===== config.mk =====
export PLATFORM = sky130hd
export DESIGN_NAME = jtkiwi_romrq_flat
export DESIGN_NICKNAME = d
export VERILOG_FILES = /design/src/rtl/jtkiwi_romrq_if.sv /design/src/rtl/jtkiwi_romrq.sv /design/src/flat_wrapper.sv
export SDC_FILE = /design/constraint.sdc
export NUM_CORES = 1
export LEC_CHECK = 0
export ABC_CLOCK_PERIOD_IN_PS = 5100
export CORE_MARGIN = 5
export CORE_UTILIZATION = 47
export DETAILED_ROUTE_END_ITERATION = 7
export PLACE_DENSITY = 0.76
export SLEW_MARGIN = 15
export SYNTH_ARGS = -nofsm -noshare
export SYNTH_HDL_FRONTEND = slang
export SYNTH_SLANG_ARGS = --single-unit

===== constraint.sdc =====
create_clock -name clk -period 5.1 [get_ports clk]
set_clock_uncertainty 0.2 [all_clocks]
set_input_delay 1.02 -clock clk [delete_from_list [all_inputs] [get_ports clk]]
set_output_delay 1.02 -clock clk [all_outputs]
set_load 0.1 [all_outputs]

===== src/rtl/jtkiwi_romrq_if.sv =====
// Kiwi ROM request bundle: three client read ports, the download flag and the shared SDRAM read port.
// "master" is the arbiter/cache side; "slave" is the game core and SDRAM controller side.
interface jtkiwi_romrq_if;
  logic        downloading;

  logic        main_cs;
  logic [16:0] main_addr;
  logic [7:0]  main_data;
  logic        main_ok;

  logic        sub_cs;
  logic [15:0] sub_addr;
  logic [7:0]  sub_data;
  logic        sub_ok;

  logic        gfx_cs;
  logic [19:0] gfx_addr;
  logic [31:0] gfx_data;
  logic        gfx_ok;

  logic        sdram_req;
  logic [21:0] sdram_addr;
  logic        sdram_ack;
  logic        data_rdy;
  logic [31:0] data_read;

  modport master (
    input  downloading,
    input  main_cs, main_addr,
    output main_data, main_ok,
    input  sub_cs, sub_addr,
    output sub_data, sub_ok,
    input  gfx_cs, gfx_addr,
    output gfx_data, gfx_ok,
    output sdram_req, sdram_addr,
    input  sdram_ack, data_rdy, data_read
  );

  modport slave (
    output downloading,
    output main_cs, main_addr,
    input  main_data, main_ok,
    output sub_cs, sub_addr,
    input  sub_data, sub_ok,
    output gfx_cs, gfx_addr,
    input  gfx_data, gfx_ok,
    input  sdram_req, sdram_addr,
    output sdram_ack, data_rdy, data_read
  );
endinterface


===== src/rtl/jtkiwi_romrq.sv =====
// Kiwi ROM request arbiter: one 32-bit line cache per client (main, sub, gfx) in front of a
// single SDRAM read port, with fixed priority gfx > main > sub on misses.
module jtkiwi_romrq #(
  parameter logic [21:0] MAIN_OFFSET = 22'h00000,
  parameter logic [21:0] SUB_OFFSET  = 22'h10000,
  parameter logic [21:0] GFX_OFFSET  = 22'h18000
) (
  input  logic              clk,
  input  logic              rst,
  jtkiwi_romrq_if.master    bus
);

  typedef enum logic [1:0] {
    IDLE      = 2'd0,
    WAIT_ACK  = 2'd1,
    WAIT_DATA = 2'd2
  } state_t;

  typedef enum logic [1:0] {
    CL_MAIN = 2'd0,
    CL_SUB  = 2'd1,
    CL_GFX  = 2'd2
  } client_t;

  function automatic logic [7:0] byte_sel(input logic [31:0] line, input logic [1:0] sel);
    logic [7:0] b;
    case (sel)
      2'd0:    b = line[7:0];
      2'd1:    b = line[15:8];
      2'd2:    b = line[23:16];
      default: b = line[31:24];
    endcase
    return b;
  endfunction

  state_t      state, state_nx;
  client_t     client_lat, client_nx;
  logic [19:0] tag_lat, tag_nx;
  logic [21:0] addr_lat, addr_nx;

  logic        main_valid, sub_valid, gfx_valid;
  logic [14:0] main_tag_q;
  logic [13:0] sub_tag_q;
  logic [19:0] gfx_tag_q;
  logic [31:0] main_line, sub_line, gfx_line;

  logic [14:0] main_tag;
  logic [13:0] sub_tag;
  logic [19:0] gfx_tag;
  logic        main_hit, sub_hit, gfx_hit;
  logic        main_miss, sub_miss, gfx_miss, any_miss;
  logic        start, fill, req;

  // Stage p0: tag compare against the current client addresses
  always_comb begin
    main_tag  = bus.main_addr[16:2];
    sub_tag   = bus.sub_addr[15:2];
    gfx_tag   = bus.gfx_addr;
    main_hit  = bus.main_cs & main_valid & (main_tag == main_tag_q);
    sub_hit   = bus.sub_cs  & sub_valid  & (sub_tag  == sub_tag_q);
    gfx_hit   = bus.gfx_cs  & gfx_valid  & (gfx_tag  == gfx_tag_q);
    main_miss = bus.main_cs & ~main_hit;
    sub_miss  = bus.sub_cs  & ~sub_hit;
    gfx_miss  = bus.gfx_cs  & ~gfx_hit;
    any_miss  = main_miss | sub_miss | gfx_miss;
  end

  always_comb begin
    client_nx = CL_MAIN;
    tag_nx    = '0;
    addr_nx   = '0;
    if (gfx_miss) begin
      client_nx = CL_GFX;
      tag_nx    = gfx_tag;
      addr_nx   = GFX_OFFSET + 22'({gfx_tag, 1'b0});
    end else if (main_miss) begin
      client_nx = CL_MAIN;
      tag_nx    = 20'(main_tag);
      addr_nx   = MAIN_OFFSET + 22'({main_tag, 1'b0});
    end else if (sub_miss) begin
      client_nx = CL_SUB;
      tag_nx    = 20'(sub_tag);
      addr_nx   = SUB_OFFSET + 22'({sub_tag, 1'b0});
    end
  end

  always_ff @(posedge clk) begin
    if (rst) state <= IDLE;
    else     state <= state_nx;
  end

  always_comb begin
    state_nx = state;
    case (state)
      IDLE:      if (!bus.downloading && any_miss) state_nx = WAIT_ACK;
      WAIT_ACK:  if (bus.sdram_ack) state_nx = bus.data_rdy ? IDLE : WAIT_DATA;
      WAIT_DATA: if (bus.data_rdy)  state_nx = IDLE;
      default:   state_nx = IDLE;
    endcase
  end

  // Data may arrive together with the ack, so a fill can complete straight from WAIT_ACK
  always_comb begin
    req   = 1'b0;
    start = 1'b0;
    fill  = 1'b0;
    case (state)
      IDLE:      start = !bus.downloading && any_miss;
      WAIT_ACK: begin
        req  = 1'b1;
        fill = bus.sdram_ack & bus.data_rdy;
      end
      WAIT_DATA: fill = bus.data_rdy;
      default:   ;
    endcase
  end

  assign bus.sdram_req  = req;
  assign bus.sdram_addr = addr_lat;

  always_ff @(posedge clk) begin
    if (rst) begin
      client_lat <= CL_MAIN;
      tag_lat    <= '0;
      addr_lat   <= '0;
    end else if (start) begin
      client_lat <= client_nx;
      tag_lat    <= tag_nx;
      addr_lat   <= addr_nx;
    end
  end

  // Download wipes every entry; a fill racing with it keeps its data but stays invalid
  always_ff @(posedge clk) begin
    if (rst || bus.downloading) begin
      main_valid <= 1'b0;
      sub_valid  <= 1'b0;
      gfx_valid  <= 1'b0;
    end else if (fill) begin
      case (client_lat)
        CL_MAIN: begin main_valid <= 1'b1; main_tag_q <= tag_lat[14:0]; end
        CL_SUB:  begin sub_valid  <= 1'b1; sub_tag_q  <= tag_lat[13:0]; end
        CL_GFX:  begin gfx_valid  <= 1'b1; gfx_tag_q  <= tag_lat;       end
        default: ;
      endcase
    end
  end

  always_ff @(posedge clk) begin
    if (fill) begin
      case (client_lat)
        CL_MAIN: main_line <= bus.data_read;
        CL_SUB:  sub_line  <= bus.data_read;
        CL_GFX:  gfx_line  <= bus.data_read;
        default: ;
      endcase
    end
  end

  // Stage p1: registered ok/data toward the clients
  always_ff @(posedge clk) begin
    if (rst) begin
      bus.main_ok   <= 1'b0;
      bus.sub_ok    <= 1'b0;
      bus.gfx_ok    <= 1'b0;
      bus.main_data <= '0;
      bus.sub_data  <= '0;
      bus.gfx_data  <= '0;
    end else begin
      bus.main_ok <= main_hit & ~bus.downloading;
      bus.sub_ok  <= sub_hit  & ~bus.downloading;
      bus.gfx_ok  <= gfx_hit  & ~bus.downloading;
      if (main_hit) bus.main_data <= byte_sel(main_line, bus.main_addr[1:0]);
      if (sub_hit)  bus.sub_data  <= byte_sel(sub_line,  bus.sub_addr[1:0]);
      if (gfx_hit)  bus.gfx_data  <= gfx_line;
    end
  end

endmodule


===== src/flat_wrapper.sv =====
// flat-port wrapper written by rule: the top's interface ports become plain ports
module jtkiwi_romrq_flat 
#(
  parameter logic [21:0] MAIN_OFFSET = 22'h00000,
  parameter logic [21:0] SUB_OFFSET  = 22'h10000,
  parameter logic [21:0] GFX_OFFSET  = 22'h18000
)
  (clk, rst, bus_downloading, bus_main_cs, bus_main_addr, bus_main_data, bus_main_ok, bus_sub_cs, bus_sub_addr, bus_sub_data, bus_sub_ok, bus_gfx_cs, bus_gfx_addr, bus_gfx_data, bus_gfx_ok, bus_sdram_req, bus_sdram_addr, bus_sdram_ack, bus_data_rdy, bus_data_read);
  jtkiwi_romrq_if bus_i ();
  input  logic clk;
  input  logic rst;
  input wire logic [$bits(bus_i.downloading)-1:0] bus_downloading;
  input wire logic [$bits(bus_i.main_cs)-1:0] bus_main_cs;
  input wire logic [$bits(bus_i.main_addr)-1:0] bus_main_addr;
  output wire logic [$bits(bus_i.main_data)-1:0] bus_main_data;
  output wire logic [$bits(bus_i.main_ok)-1:0] bus_main_ok;
  input wire logic [$bits(bus_i.sub_cs)-1:0] bus_sub_cs;
  input wire logic [$bits(bus_i.sub_addr)-1:0] bus_sub_addr;
  output wire logic [$bits(bus_i.sub_data)-1:0] bus_sub_data;
  output wire logic [$bits(bus_i.sub_ok)-1:0] bus_sub_ok;
  input wire logic [$bits(bus_i.gfx_cs)-1:0] bus_gfx_cs;
  input wire logic [$bits(bus_i.gfx_addr)-1:0] bus_gfx_addr;
  output wire logic [$bits(bus_i.gfx_data)-1:0] bus_gfx_data;
  output wire logic [$bits(bus_i.gfx_ok)-1:0] bus_gfx_ok;
  output wire logic [$bits(bus_i.sdram_req)-1:0] bus_sdram_req;
  output wire logic [$bits(bus_i.sdram_addr)-1:0] bus_sdram_addr;
  input wire logic [$bits(bus_i.sdram_ack)-1:0] bus_sdram_ack;
  input wire logic [$bits(bus_i.data_rdy)-1:0] bus_data_rdy;
  input wire logic [$bits(bus_i.data_read)-1:0] bus_data_read;
  assign bus_i.downloading = bus_downloading;
  assign bus_i.main_cs = bus_main_cs;
  assign bus_i.main_addr = bus_main_addr;
  assign bus_main_data = bus_i.main_data;
  assign bus_main_ok = bus_i.main_ok;
  assign bus_i.sub_cs = bus_sub_cs;
  assign bus_i.sub_addr = bus_sub_addr;
  assign bus_sub_data = bus_i.sub_data;
  assign bus_sub_ok = bus_i.sub_ok;
  assign bus_i.gfx_cs = bus_gfx_cs;
  assign bus_i.gfx_addr = bus_gfx_addr;
  assign bus_gfx_data = bus_i.gfx_data;
  assign bus_gfx_ok = bus_i.gfx_ok;
  assign bus_sdram_req = bus_i.sdram_req;
  assign bus_sdram_addr = bus_i.sdram_addr;
  assign bus_i.sdram_ack = bus_sdram_ack;
  assign bus_i.data_rdy = bus_data_rdy;
  assign bus_i.data_read = bus_data_read;
  jtkiwi_romrq #(.MAIN_OFFSET(MAIN_OFFSET), .SUB_OFFSET(SUB_OFFSET), .GFX_OFFSET(GFX_OFFSET)) u_core (.clk(clk), .rst(rst), .bus(bus_i));
endmodule

* After elaboration in Yosys (flattened, before gate mapping) *
Index checks and enable logic that the tools add are counted.

storage, ports and cells
  flip-flop bits (word level) = 245
  input bits = 93
  output and inout bits = 74
  logic and storage cells = 88

operators by class
  add/subtract/negate cells = 2
  equal/unequal tests = 14
  muxes and demuxes = 19
  bitwise gates (word level) = 20
  reduce and logical (&&, ||, !) cells = 14

operators by type and width
  kind                                                                     number
  22-bit two-way mux                                                       3
  8-bit one-hot mux with 3 select lines                                    2
  20-bit two-way mux                                                       2
  17-bit by 21-bit adder with 22-bit output, first input constant          1
  20-bit equality test                                                     1
  17-bit by 15-bit adder with 18-bit output, first input constant          1
  15-bit equality test                                                     1
  14-bit equality test                                                     1
  14-bit two-way mux                                                       1
  1-bit AND                                                                13
  2-bit two-way mux                                                        6
  3-bit AND reduction                                                      4
  2-bit by 1-bit equality test with 1-bit output, second input constant    4
  2-bit equality test, second input constant                               4
  2-bit logical NOT                                                        4
  2-bit one-hot mux with 3 select lines                                    1
  2-bit AND reduction                                                      3
  1-bit NOT                                                                5
  2-bit inequality test, second input constant                             2
  1-bit two-way mux                                                        3
  2-bit by 1-bit inequality test with 1-bit output, second input constant  1
  1-bit OR                                                                 2
  1-bit one-hot mux with 2 select lines                                    1
  1-bit logical AND                                                        1
  2 further kinds                                                          2

* Longest topological paths before layout *
Gate-level depths: netlist (run 1).

  depth after elaboration = 9
  depth in mapped cells = 9

* Least setup slack after synthesis (run 1) *
OpenSTA, ideal clock, no wires.

  kind = reg-to-reg
  from = register u_core.state[1]
  to = register u_core.gfx_tag_q[0], enable pin
  library setup time = 0.378 ns
  arrival = 4.849 ns
  data required time = 4.522 ns
  slack = -0.327 ns
  cell stages (with the launch flop) = 7
  period minus slack after synthesis = 5.427 ns
  cells stage by stage = dfxtp_1 > inv_1 > ha_1 > nand2_1 > a21o_1 > nor3b_1 > and2_1

on the way
  cells in the longest elaborated chain, start to end = 3

RTL lines
  item                                                                                   line                 text
  start: declaration                                                                     jtkiwi_romrq.sv:36   state_t state, state_nx;
  start signal: assignment                                                               jtkiwi_romrq.sv:89   else state <= state_nx;
  2-bit equality test or 2-bit by 1-bit equality test with 1-bit output (tied branches)  jtkiwi_romrq.sv:107  case (state)
  1-bit one-hot mux with 2 select lines (*)                                              jtkiwi_romrq.sv:107
  3-bit AND reduction (no source line) (*)                                               --
  end signal: assignment                                                                 jtkiwi_romrq.sv:143  CL_GFX: begin gfx_valid <= 1'b1; gfx_tag_q <= tag_lat; end
  end: declaration                                                                       jtkiwi_romrq.sv:44   logic [19:0] gfx_tag_q;

Every way passes the cells marked *; elsewhere a longest branch is shown, timed or not.
A chain may end at the register's enable or synchronous reset.

* Worst setup path after layout (run 1) *
  from = input port bus_gfx_addr[19]
  to = register u_core.tag_lat[3]

on the way
  cells in the longest elaborated chain, start to end = 7

RTL lines
  item                      line                 text
  start: declaration        flat_wrapper.sv:22   input wire logic [$bits(bus_i.gfx_addr)-1:0] bus_gfx_addr;
  20-bit equality test (*)  jtkiwi_romrq.sv:61   gfx_hit = bus.gfx_cs & gfx_valid & (gfx_tag == gfx_tag_q);
  1-bit AND (*)             jtkiwi_romrq.sv:61
  1-bit NOT (*)             jtkiwi_romrq.sv:64   gfx_miss = bus.gfx_cs & ~gfx_hit;
  1-bit AND (*)             jtkiwi_romrq.sv:64
  1-bit OR                  jtkiwi_romrq.sv:65   any_miss = main_miss | sub_miss | gfx_miss;
  1-bit logical AND         jtkiwi_romrq.sv:108  IDLE: start = !bus.downloading && any_miss;
  1-bit two-way mux         jtkiwi_romrq.sv:107
  end signal: assignment    jtkiwi_romrq.sv:128  tag_lat <= tag_nx;
  end: declaration          jtkiwi_romrq.sv:38   logic [19:0] tag_lat, tag_nx;

Marked as above.

==> results_dict.tcl, run 1 <==
set metrics [dict create \
    slowest_delay_ps 610 \
    crit_slowest_cell "clkdlybuf4s50_1" \
    crit_buf_inv 1 \
    synth_edf_count 145 \
    syn_nets 736 \
    fmax_mhz 267 \
    placedCellCount 1031 \
    post_cts_buffers 0 \
    p_leak_nw 3.92 \
    clockBufferDepth 3 \
    clk_latency_ps 500 \
    dpl_cell_area_mm2 0.0108 \
    final_hold_viol_count 0 \
    tightest_slew_ps 1100 \
    reg2reg_slack_ps 1980 \
    grt_util_all_layers_pct 20.0 \
    route.detailed.drc 0 \
    worstPathRequired_ps 5330 \
    worstSetupStartpoint "bus_gfx_addr[19]" \
    core_area_mm2 0.0188 \
    ys_seq_elements 230 \
    netlist_area_mm2 0.00903 \
    reg2reg_to "u_core.tag_lat[3]$_SDFFE_PP0P_" \
    grt_max_degree 73 \
    synth.distinct_cells 52 \
    ios 167 \
    start_util_pct 47.9 \
    cts_max_level 1 \
    ir_worst_vdd_uv 214 \
    drv_cap 0 \
    cp_max_fo 20 \
    antennaDiodeCount 0 \
    num_rows 50 \
    clk_pin_slew_worst_paths_ps 60 \
    drive_above_1_share_pct 9.69 \
    setup_violations 0 \
    finalNetCount 894 \
    wl_per_cell_um 20.8 \
    grt_overflow 0 \
    async_flop_share_pct 0 \
    cts_buffers 24 \
    syn_avg_cell_area_um2 14.1 \
    worstHoldStart "u_core.tag_lat[17]$_SDFFE_PP0P_" \
    dieArea_mm2 0.0221 \
    r2r-start "u_core.gfx_tag_q[0]$_DFFE_PP_" \
    io_buffers 165 \
    clock-sinks 230 \
    place_congestion 0.913 \
    post-place-ws_ps 891 \
    wl_um 22400 \
    hold_end "u_core.gfx_tag_q[17]$_DFFE_PP_" \
    cts_hold_buf 0 \
    avgViaCountPerCell 5.35 \
    critPathArrivalTime_ps 3970 \
    chipWidth_um 149 \
    firstDrtPassIters 5 \
    dieHeight_um 149 \
    rsz0062_at_grt "no" \
    crit_type "input port to flop" \
    reg2reg_depth 7 \
    finalWorstPathRequiredPeriod_ps 3740 \
    finalNonFillerCells 1075 \
    final_area_mm2 0.0116 \
    slew_headroom_pct 26.5 \
    worstHoldPathType "flop to flop" \
    powerDensity_mw_per_mm2 353 \
    grt_antenna_before_repair 0 \
    ys.flop_type "edfxtp_1" \
    cp-end-kind "flop" \
    postRouteAntennaNets 0 \
    ys_seq_area_share_pct 67.1 \
    min_period_over_period_pct 73.3 \
    crit_chain "clkdlybuf4s50_1 -> xnor2_1 -> nand2_1 -> or4b_4 -> o21a_1 -> nor3_4 -> a221oi_1 -> a21oi_1" \
    hold_depth 0 \
    status "finished, final reports clean" \
    area_delta_synth_final_pct 28.8 \
    synthCells 639 \
    vias 5756 \
    crit_family "simple AND/OR/NAND/NOR gates" \
    ys_warn_count 0 \
    dp_hpwl_um 15800 \
    grt_pass1_wl_um 34400 \
    grt_pass1_vias 6025 \
    fin_hold_ws_ps 233 \
    cts_tree "done" \
    drt_iter0_drc 434 \
    setup_tns_ps 0 \
    root_buffer "clkbuf_16" \
    cts_resized 0 \
    fin_ws_ps 1360 \
    cp-start-kind "input port" \
    slew_viol_final 0 \
]
-- power breakdown --
group | switching, W | internal [W] | total [W]
clock network | 0.000671 | 0.00101 | 0.00168
logic | 0.000255 | 0.000144 | 0.000399
registers | 0.0000229 | 0.00200 | 0.00203
-- logic make-up after synthesis --
kind of cell	after synthesis	share of synthesized area, %
flip-flops	230	67.1
AND/OR/NAND/NOR	165	9.04
AO/OA/AOI/OAI	69	5.48
multiplexers	65	9.43
XOR/XNOR	53	5.14
buffers and inverters	52	3.23
adder cells (fa/ha/maj)	4	0.554
other	1	0.0415
-- Yosys cell counts (all sizes together) (2+ instances only) --
master,count,share of area (%)
edfxtp,145,48
dfxtp,85,19
nor2,69,2.9
mux2i,49,5.4
xor2,41,4.0
buf,28,2.2
a21oi,24,1.3
nand2,24,1.0
nor4,20,1.4
mux4,16,4.0
clkbuf,15,0.62
o21ai,14,0.90
xnor2,12,1.2
and3,11,0.76
nand3,11,0.61
nor3,11,0.73
a221oi,9,0.87
inv,9,0.37
o221a,5,0.62
o22a,5,0.49
ha,4,0.55
nand4,4,0.28
and2,3,0.21
nand2b,3,0.29
a31oi,2,0.31
o21a,2,0.17
o22ai,2,0.14
or4,2,0.17
-- routing by layer --
layer / track usage, % / vias up / share of wire, %
met4: 4.71 / 0 / 1.4
met5: 0 / - / 0
li1: - / 2680 / -
met2: 32.5 / 229 / 48
met1: 28.0 / 2824 / 44
met3: 3.93 / 23 / 6.8
-- worst reg2reg max path, cell delays in order, from the launching register on --
cell      delay, ps
edfxtp_1        380
xnor2_1         290
nand2_1         100
or4b_4          570
o21a_1          520
nor3_4          630
a221oi_1        180
a21oi_1         200
-- metrics by stage --
step / total power (W) / util, %
global placement: 0.00245 / 57.6
detailed placement: 0.00246 / 57.6
CTS: 0.00413 / 61.7
global route: 0.00425 / 61.7
floorplan: 0.00231 / -
finish: 0.00411 / 61.7
-- area by class of cell --
class	count	area, um2
repair buffers	175	1720
flip-flops and latches	230	6060
inverters	9	33.8
fillers	1392	7210
well taps	260	325
clock buffers	39	718
multi-input cells	357	2710
clock inverters	5	55.1
-- sequential cells by signal, indices dropped and copies added, names as in the netlist --
register               cells
u_core.gfx_line           32
u_core.main_tag_q         15
u_core.client_lat          2
u_core.tag_lat            20
u_core.bus.main_data       8
u_core.bus.gfx_data       32
u_core.gfx_valid           1
u_core.sub_valid           1
u_core.gfx_tag_q          20
u_core.bus.main_ok         1
u_core.state               2
u_core.main_valid          1
u_core.sub_line           32
u_core.bus.sdram_addr      7
u_core.bus.sub_data        8
u_core.bus.gfx_ok          1
u_core.sub_tag_q          14
u_core.main_line          32
u_core.bus.sub_ok          1
-- worst max-delay path by stage --
| stage | cells after the start | end | slack, ps |
|---|---|---|---|
| 5_1_grt | 8 | u_core.tag_lat[12]$_SDFFE_PP0P_ | 1230 |
| 3_5_place_dp | 8 | u_core.tag_lat[3]$_SDFFE_PP0P_ | 890 |
| 6_report | 8 | u_core.tag_lat[3]$_SDFFE_PP0P_ | 1360 |
| 3_3_place_gp | 8 | u_core.tag_lat[13]$_SDFFE_PP0P_ | 920 |
| 4_1_cts | 8 | u_core.tag_lat[3]$_SDFFE_PP0P_ | 1390 |
| 2_1_floorplan | 5 | u_core.main_line[0]$_DFFE_PP_ | 590 |
-- cell usage in the layout (no fill, tap or decap), drive strengths merged, types with 9 or more instances in the layout --
cell / instances
nand3: 11
o21ai: 14
edfxtp: 145
clkbuf: 39
nor4: 20
inv: 9
mux4: 16
nand2: 24
nor3: 11
xor2: 41
a21oi: 24
buf: 11
xnor2: 12
nor2: 69
dfxtp: 85
and3: 11
mux2i: 49
clkdlybuf4s50: 164
a221oi: 9
Note: power is estimated with default switching activity, not from simulation.
==> inputs of run 2 (changes only) <==
ABC_CLOCK_PERIOD_IN_PS = 3850   (was 5100)
CORE_UTILIZATION = 52   (was 47)
PLACE_DENSITY = 0.79   (was 0.76)
clock period = 3.85 ns   (was 5.1 ns; I/O delays follow)
==> run 2 against run 1 <==
  * Count of clock-buffer cells in the layout down 6
  * Sequential share of layout area decreased by 0.27 points
  * Power is 36% higher
  * Sequential power up 33%
  * Largest cell class unchanged
  * Largest power group unchanged
==> results_dict.tcl, run 2 (synthesis gave the netlist of run 1 again) <==
set metrics [dict create \
    clk_latency_ps 500 \
    setup_violations 0 \
    place_congestion 0.919 \
    route.detailed.drc 0 \
    fin_util_pct 68.0 \
    rsz0062_at_grt "no" \
    status "finished, final reports clean" \
    ir_worst_vdd_uv 383 \
    antennaDiodeCount 0 \
    final_hold_viol_count 0 \
    vias 5916 \
    firstDrtPassIters 5 \
    wl_per_cell_um 22.0 \
    comb_power_share_pct 9.6 \
    cts_tree "done" \
    grt_max_degree 68 \
    setup_tns_ps 0 \
    worstPathRequired_ps 4070 \
    seq_power_share_pct 48.1 \
    critPathArrivalTime_ps 3520 \
    crit_chain "clkdlybuf4s50_1 -> xnor2_1 -> nand2_1 -> or4b_4 -> o21a_1 -> nor3_4 -> a221oi_1 -> a21oi_1" \
    start_util_pct 52.5 \
    root_buffer "clkbuf_16" \
    grt_pass1_wl_um 35500 \
    finalWorstPathRequiredPeriod_ps 3300 \
    ios 167 \
    num_rows 48 \
    cts_resized 0 \
    min_period_over_period_pct 85.7 \
    drv_cap 0 \
    grt_pass1_vias 6326 \
    fillCellCount 1191 \
    total_power_w 0.00558 \
    grt_util_all_layers_pct 22.8 \
    chipWidth_um 142 \
    crit_slowest_cell "or4b_4" \
    postRouteAntennaNets 0 \
    cp-end-kind "flop" \
    dieHeight_um 142 \
    drt_iter0_drc 429 \
    slew_headroom_pct 30.6 \
    io_buffers 165 \
    grt_antenna_before_repair 1 \
    crit_type "input port to flop" \
    clockBufferDepth 3 \
    cts_hold_buf 0 \
    fin_hold_ws_ps 233 \
    p_leak_nw 3.98 \
    area_delta_synth_final_pct 29.4 \
    layout.cells.most_common_list "162 x clkdlybuf4s50_1, 145 x edfxtp_1, 85 x dfxtp_1, 69 x nor2_1, 49 x mux2i_1" \
    wl_um 23000 \
    p_sw_w 0.00128 \
    slowest_delay_ps 580 \
    avgViaCountPerCell 5.66 \
    post_cts_buffers 0 \
    powerDensity_mw_per_mm2 478 \
    drive_above_1_share_pct 11.1 \
    cts_max_level 1 \
    finalNetCount 899 \
    fmax_mhz 303 \
    cts_buffers 24 \
    final_common_cell "clkdlybuf4s50_1" \
    p_int_w 0.00430 \
    tightest_slew_ps 1040 \
    clk_pin_slew_worst_paths_ps 60 \
    core_area_mm2 0.0172 \
    clock-sinks 230 \
    cp_max_fo 11 \
    grt_overflow 0 \
    p_sw_share_pct 23.0 \
    p_clk_share_pct 42.3 \
    slew_viol_final 0 \
    worstHoldPathType "flop to flop" \
    dp_hpwl_um 16000 \
    dieArea_mm2 0.0201 \
    cp-start-kind "input port" \
]
==> run 2: worst paths after layout <==
kind	startpoint	end	slack [ps]	cells past startpoint
worst max-delay path	bus_gfx_addr[19]	u_core.tag_lat[13]$_SDFFE_PP0P_	550	8
worst min-delay path	u_core.tag_lat[18]$_SDFFE_PP0P_	u_core.gfx_tag_q[18]$_DFFE_PP_	230	0
worst max register to register	u_core.gfx_tag_q[0]$_DFFE_PP_	u_core.tag_lat[13]$_SDFFE_PP0P_	920	7
worst min register to register	u_core.tag_lat[18]$_SDFFE_PP0P_	u_core.gfx_tag_q[18]$_DFFE_PP_	230	0
==> run 2: critical path, delay by kind of cell <==
| kind | cells | cell delay [ps] |
|---|---|---|
| AO/OA/AOI/OAI | 3 | 810 |
| XOR/XNOR | 1 | 170 |
| buffers and inverters | 1 | 570 |
| AND/OR/NAND/NOR | 3 | 1190 |
==> run 2: power groups by stage <==
stage / clock, W / sequential, W / combinational [W]
2_1_floorplan: 0 / 0.00275 / 0.000310
5_1_grt: 0.00252 / 0.00269 / 0.000559
4_1_cts: 0.00240 / 0.00269 / 0.000531
3_3_place_gp: 0 / 0.00274 / 0.000516
6_report: 0.00236 / 0.00269 / 0.000534
3_5_place_dp: 0 / 0.00274 / 0.000526
==> run 2: layer usage <==
metal	wire length [um]	GRT usage, %	vias up
met3	1870	5.86	58
met2	11700	39.3	279
met5	13	0	-
met4	656	8.74	2
met1	8720	27.5	2897
li1	-	-	2680
==> run 2: final cells by class <==
cell class                 count  area [um2]  area share [%]
clock buffer                  33         686            5.87
clock inverter                11         140            1.20
inverter                       9        33.8           0.289
multi-input combinational    357        2720            23.3
sequential                   230        6060            51.8
tap                          225         282            2.41
timing repair buffer         180        1770            15.1
==> run 2: through the flow <==
stage,setup WS (ps),cell area [um2],std cells
detailed placement,163,10900,1001
global route,556,11700,1045
floorplan,57.5,9040,639
finish,552,11700,1045
CTS,631,11700,1045
global placement,287,10900,1001
==> inputs of run 3 (changes only) <==
ABC_CLOCK_PERIOD_IN_PS = 2950   (was 3850)
CORE_UTILIZATION = 47   (was 52)
PLACE_DENSITY = 0.76   (was 0.79)
clock period = 2.95 ns   (was 3.85 ns; I/O delays follow)
==> run 3 against run 2 <==
  * Hold slack worse by 4.8 ps
  * Final area up 3.0%
  * Clock power up 33%
  * Critical path depth unchanged
  * Wire length up 0.10%
  * Power up 32%
  * Critical endpoint is now u_core.tag_lat[2]$_SDFFE_PP0P_
  * Sequential share of layout area down 1.5 points
  * Count of clock-buffer cells in the layout down 3
==> results_dict.tcl, run 3 (synthesis gave the netlist of run 1 again) <==
set metrics [dict create \
    ios 167 \
    start_util_pct 47.9 \
    root_buffer "clkbuf_16" \
    num_rows 50 \
    min_period_over_period_pct 95.4 \
    r2r-start "u_core.main_tag_q[0]$_DFFE_PP_" \
    grt_pass1_wl_um 36100 \
    setup_violations 0 \
    chipWidth_um 149 \
    post_cts_buffers 0 \
    core_area_mm2 0.0188 \
    final_common_cell "edfxtp_1" \
    reg2reg_depth 7 \
    finalNetCount 955 \
    rsz0062_at_grt "no" \
    clk_pin_slew_worst_paths_ps 60 \
    dp_hpwl_um 16400 \
    slew_viol_final 0 \
    final_hold_viol_count 0 \
    dieArea_mm2 0.0221 \
    io_buffers 165 \
    hold_end "u_core.gfx_tag_q[15]$_DFFE_PP_" \
    wl_um 23000 \
    grt_max_degree 61 \
    ir_worst_vdd_uv 424 \
    final_area_mm2 0.0120 \
    fmax_mhz 355 \
    p_int_w 0.00567 \
    postRouteAntennaNets 0 \
    clock-sinks 230 \
    cp-start-kind "input port" \
    hold_depth 0 \
    avgViaCountPerCell 5.37 \
    p_clk_share_pct 42.5 \
    clk_latency_ps 510 \
    grt_overflow 0 \
    dieHeight_um 149 \
    worstPathRequired_ps 3150 \
    cts_buffers 24 \
    vias 6110 \
    seq_power_share_pct 47.4 \
    firstDrtPassIters 5 \
    cts_tree "done" \
    drive_above_1_share_pct 25.7 \
    cp-end-kind "flop" \
    crit_type "input port to flop" \
    place_congestion 0.891 \
    grt_antenna_before_repair 1 \
    powerDensity_mw_per_mm2 614 \
    worstHoldStart "u_core.tag_lat[15]$_SDFFE_PP0P_" \
    drt_iter0_drc 580 \
    status "finished, final reports clean" \
    worstHoldPathType "flop to flop" \
    setup_tns_ps 0 \
    wl_per_cell_um 20.2 \
    reg2reg_slack_ps 270 \
    critPathArrivalTime_ps 3010 \
    cts_max_level 1 \
    drv_cap 0 \
    area_delta_synth_final_pct 33.3 \
    route.detailed.drc 0 \
    p_sw_w 0.00172 \
    p_sw_share_pct 23.3 \
    grt_pass1_vias 6557 \
    fillCellCount 1366 \
    grt_util_all_layers_pct 20.8 \
    finalWorstPathRequiredPeriod_ps 2810 \
    cp_max_fo 5 \
    p_leak_nw 4.40 \
    dpl_cell_area_mm2 0.0112 \
    layout.cells.most_common_list "145 x edfxtp_1, 141 x buf_4, 91 x clkdlybuf4s50_1, 85 x dfxtp_1, 69 x nor2_1" \
    reg2reg_to "u_core.tag_lat[2]$_SDFFE_PP0P_" \
    slew_headroom_pct 54.6 \
    tightest_slew_ps 681 \
    comb_power_share_pct 10.1 \
    clockBufferDepth 3 \
]
[run 3: cell types whose count changed in the layout (fill, tap and decap cells not counted), sizes merged]
cell / delta
buf: +127
bufinv: +1
clkbuf: -3
clkdlybuf4s50: -71
clkinv: +1
clkinvlp: +1
diode: +1
[run 3: cell type report]
cell class	instances	area, um2	share of cell area, %
diodes	1	2.50	0.0208
clock buffers	30	643	5.34
clock inverters	14	203	1.68
inverters	9	33.8	0.281
multi-input cells	357	2740	22.7
flip-flops and latches	230	6060	50.3
well taps	260	325	2.70
repair buffers	236	2030	16.9
[run 3: metal layers]
| metal | wire length [um] | GRT usage (%) | vias up |
|---|---|---|---|
| met5 | 0 | 0 | - |
| met4 | 636 | 5.91 | 0 |
| met3 | 1590 | 4.30 | 60 |
| met2 | 11400 | 35.7 | 237 |
| met1 | 9390 | 26.8 | 3013 |
| li1 | - | - | 2800 |
[run 3: critical path: stages]
cell             delay [ps]
clkdlybuf4s50_1         470
xor2_1                  210
nor4_1                  290
nand4_1                 360
nand2_2                 290
or2b_2                  370
o22a_1                  210
o221a_2                 220
[run 3: per-stage QoR]
| stage | setup WS, ps | hold WS [ps] | std cells | power (W) | utilization, % |
|---|---|---|---|---|---|
| 6_report | 137 | 229 | 1137 | 0.00739 | 63.9 |
| 3_5_place_dp | -387 | 220 | 1092 | 0.00431 | 59.4 |
| 2_1_floorplan | -6.97 | 208 | 639 | 0.00400 | - |
| 4_1_cts | 123 | 216 | 1136 | 0.00745 | 63.9 |
| 5_1_grt | 8.77 | 223 | 1137 | 0.00765 | 63.9 |
| 3_3_place_gp | -398 | 212 | 1092 | 0.00429 | 59.4 |
[run 3: worst max path at each step]
stage / slack (ps) / start / cells after the start / end
2_1_floorplan: -7 / u_core.state[1]$_SDFFE_PP0P_ / 5 / u_core.main_line[0]$_DFFE_PP_
3_3_place_gp: -400 / bus_main_addr[3] / 8 / u_core.tag_lat[12]$_SDFFE_PP0P_
3_5_place_dp: -390 / bus_main_addr[14] / 8 / u_core.tag_lat[9]$_SDFFE_PP0P_
4_1_cts: 120 / bus_main_addr[14] / 8 / u_core.tag_lat[6]$_SDFFE_PP0P_
5_1_grt: 9 / bus_main_addr[7] / 8 / u_core.tag_lat[2]$_SDFFE_PP0P_
6_report: 140 / bus_main_addr[7] / 8 / u_core.tag_lat[2]$_SDFFE_PP0P_
[run 3: power groups by stage]
stage	Sequential, W	Combinational [W]	Clock, W
global route	0.00351	0.000784	0.00335
floorplan	0.00359	0.000409	0
finish	0.00351	0.000744	0.00315
detailed placement	0.00357	0.000738	0
CTS	0.00350	0.000742	0.00320
global placement	0.00357	0.000724	0
[run 3: timing repair]
item	in CTS	in global routing
resized for setup	0	1
setup endpoints to repair	0	3
hold buffers	0	0
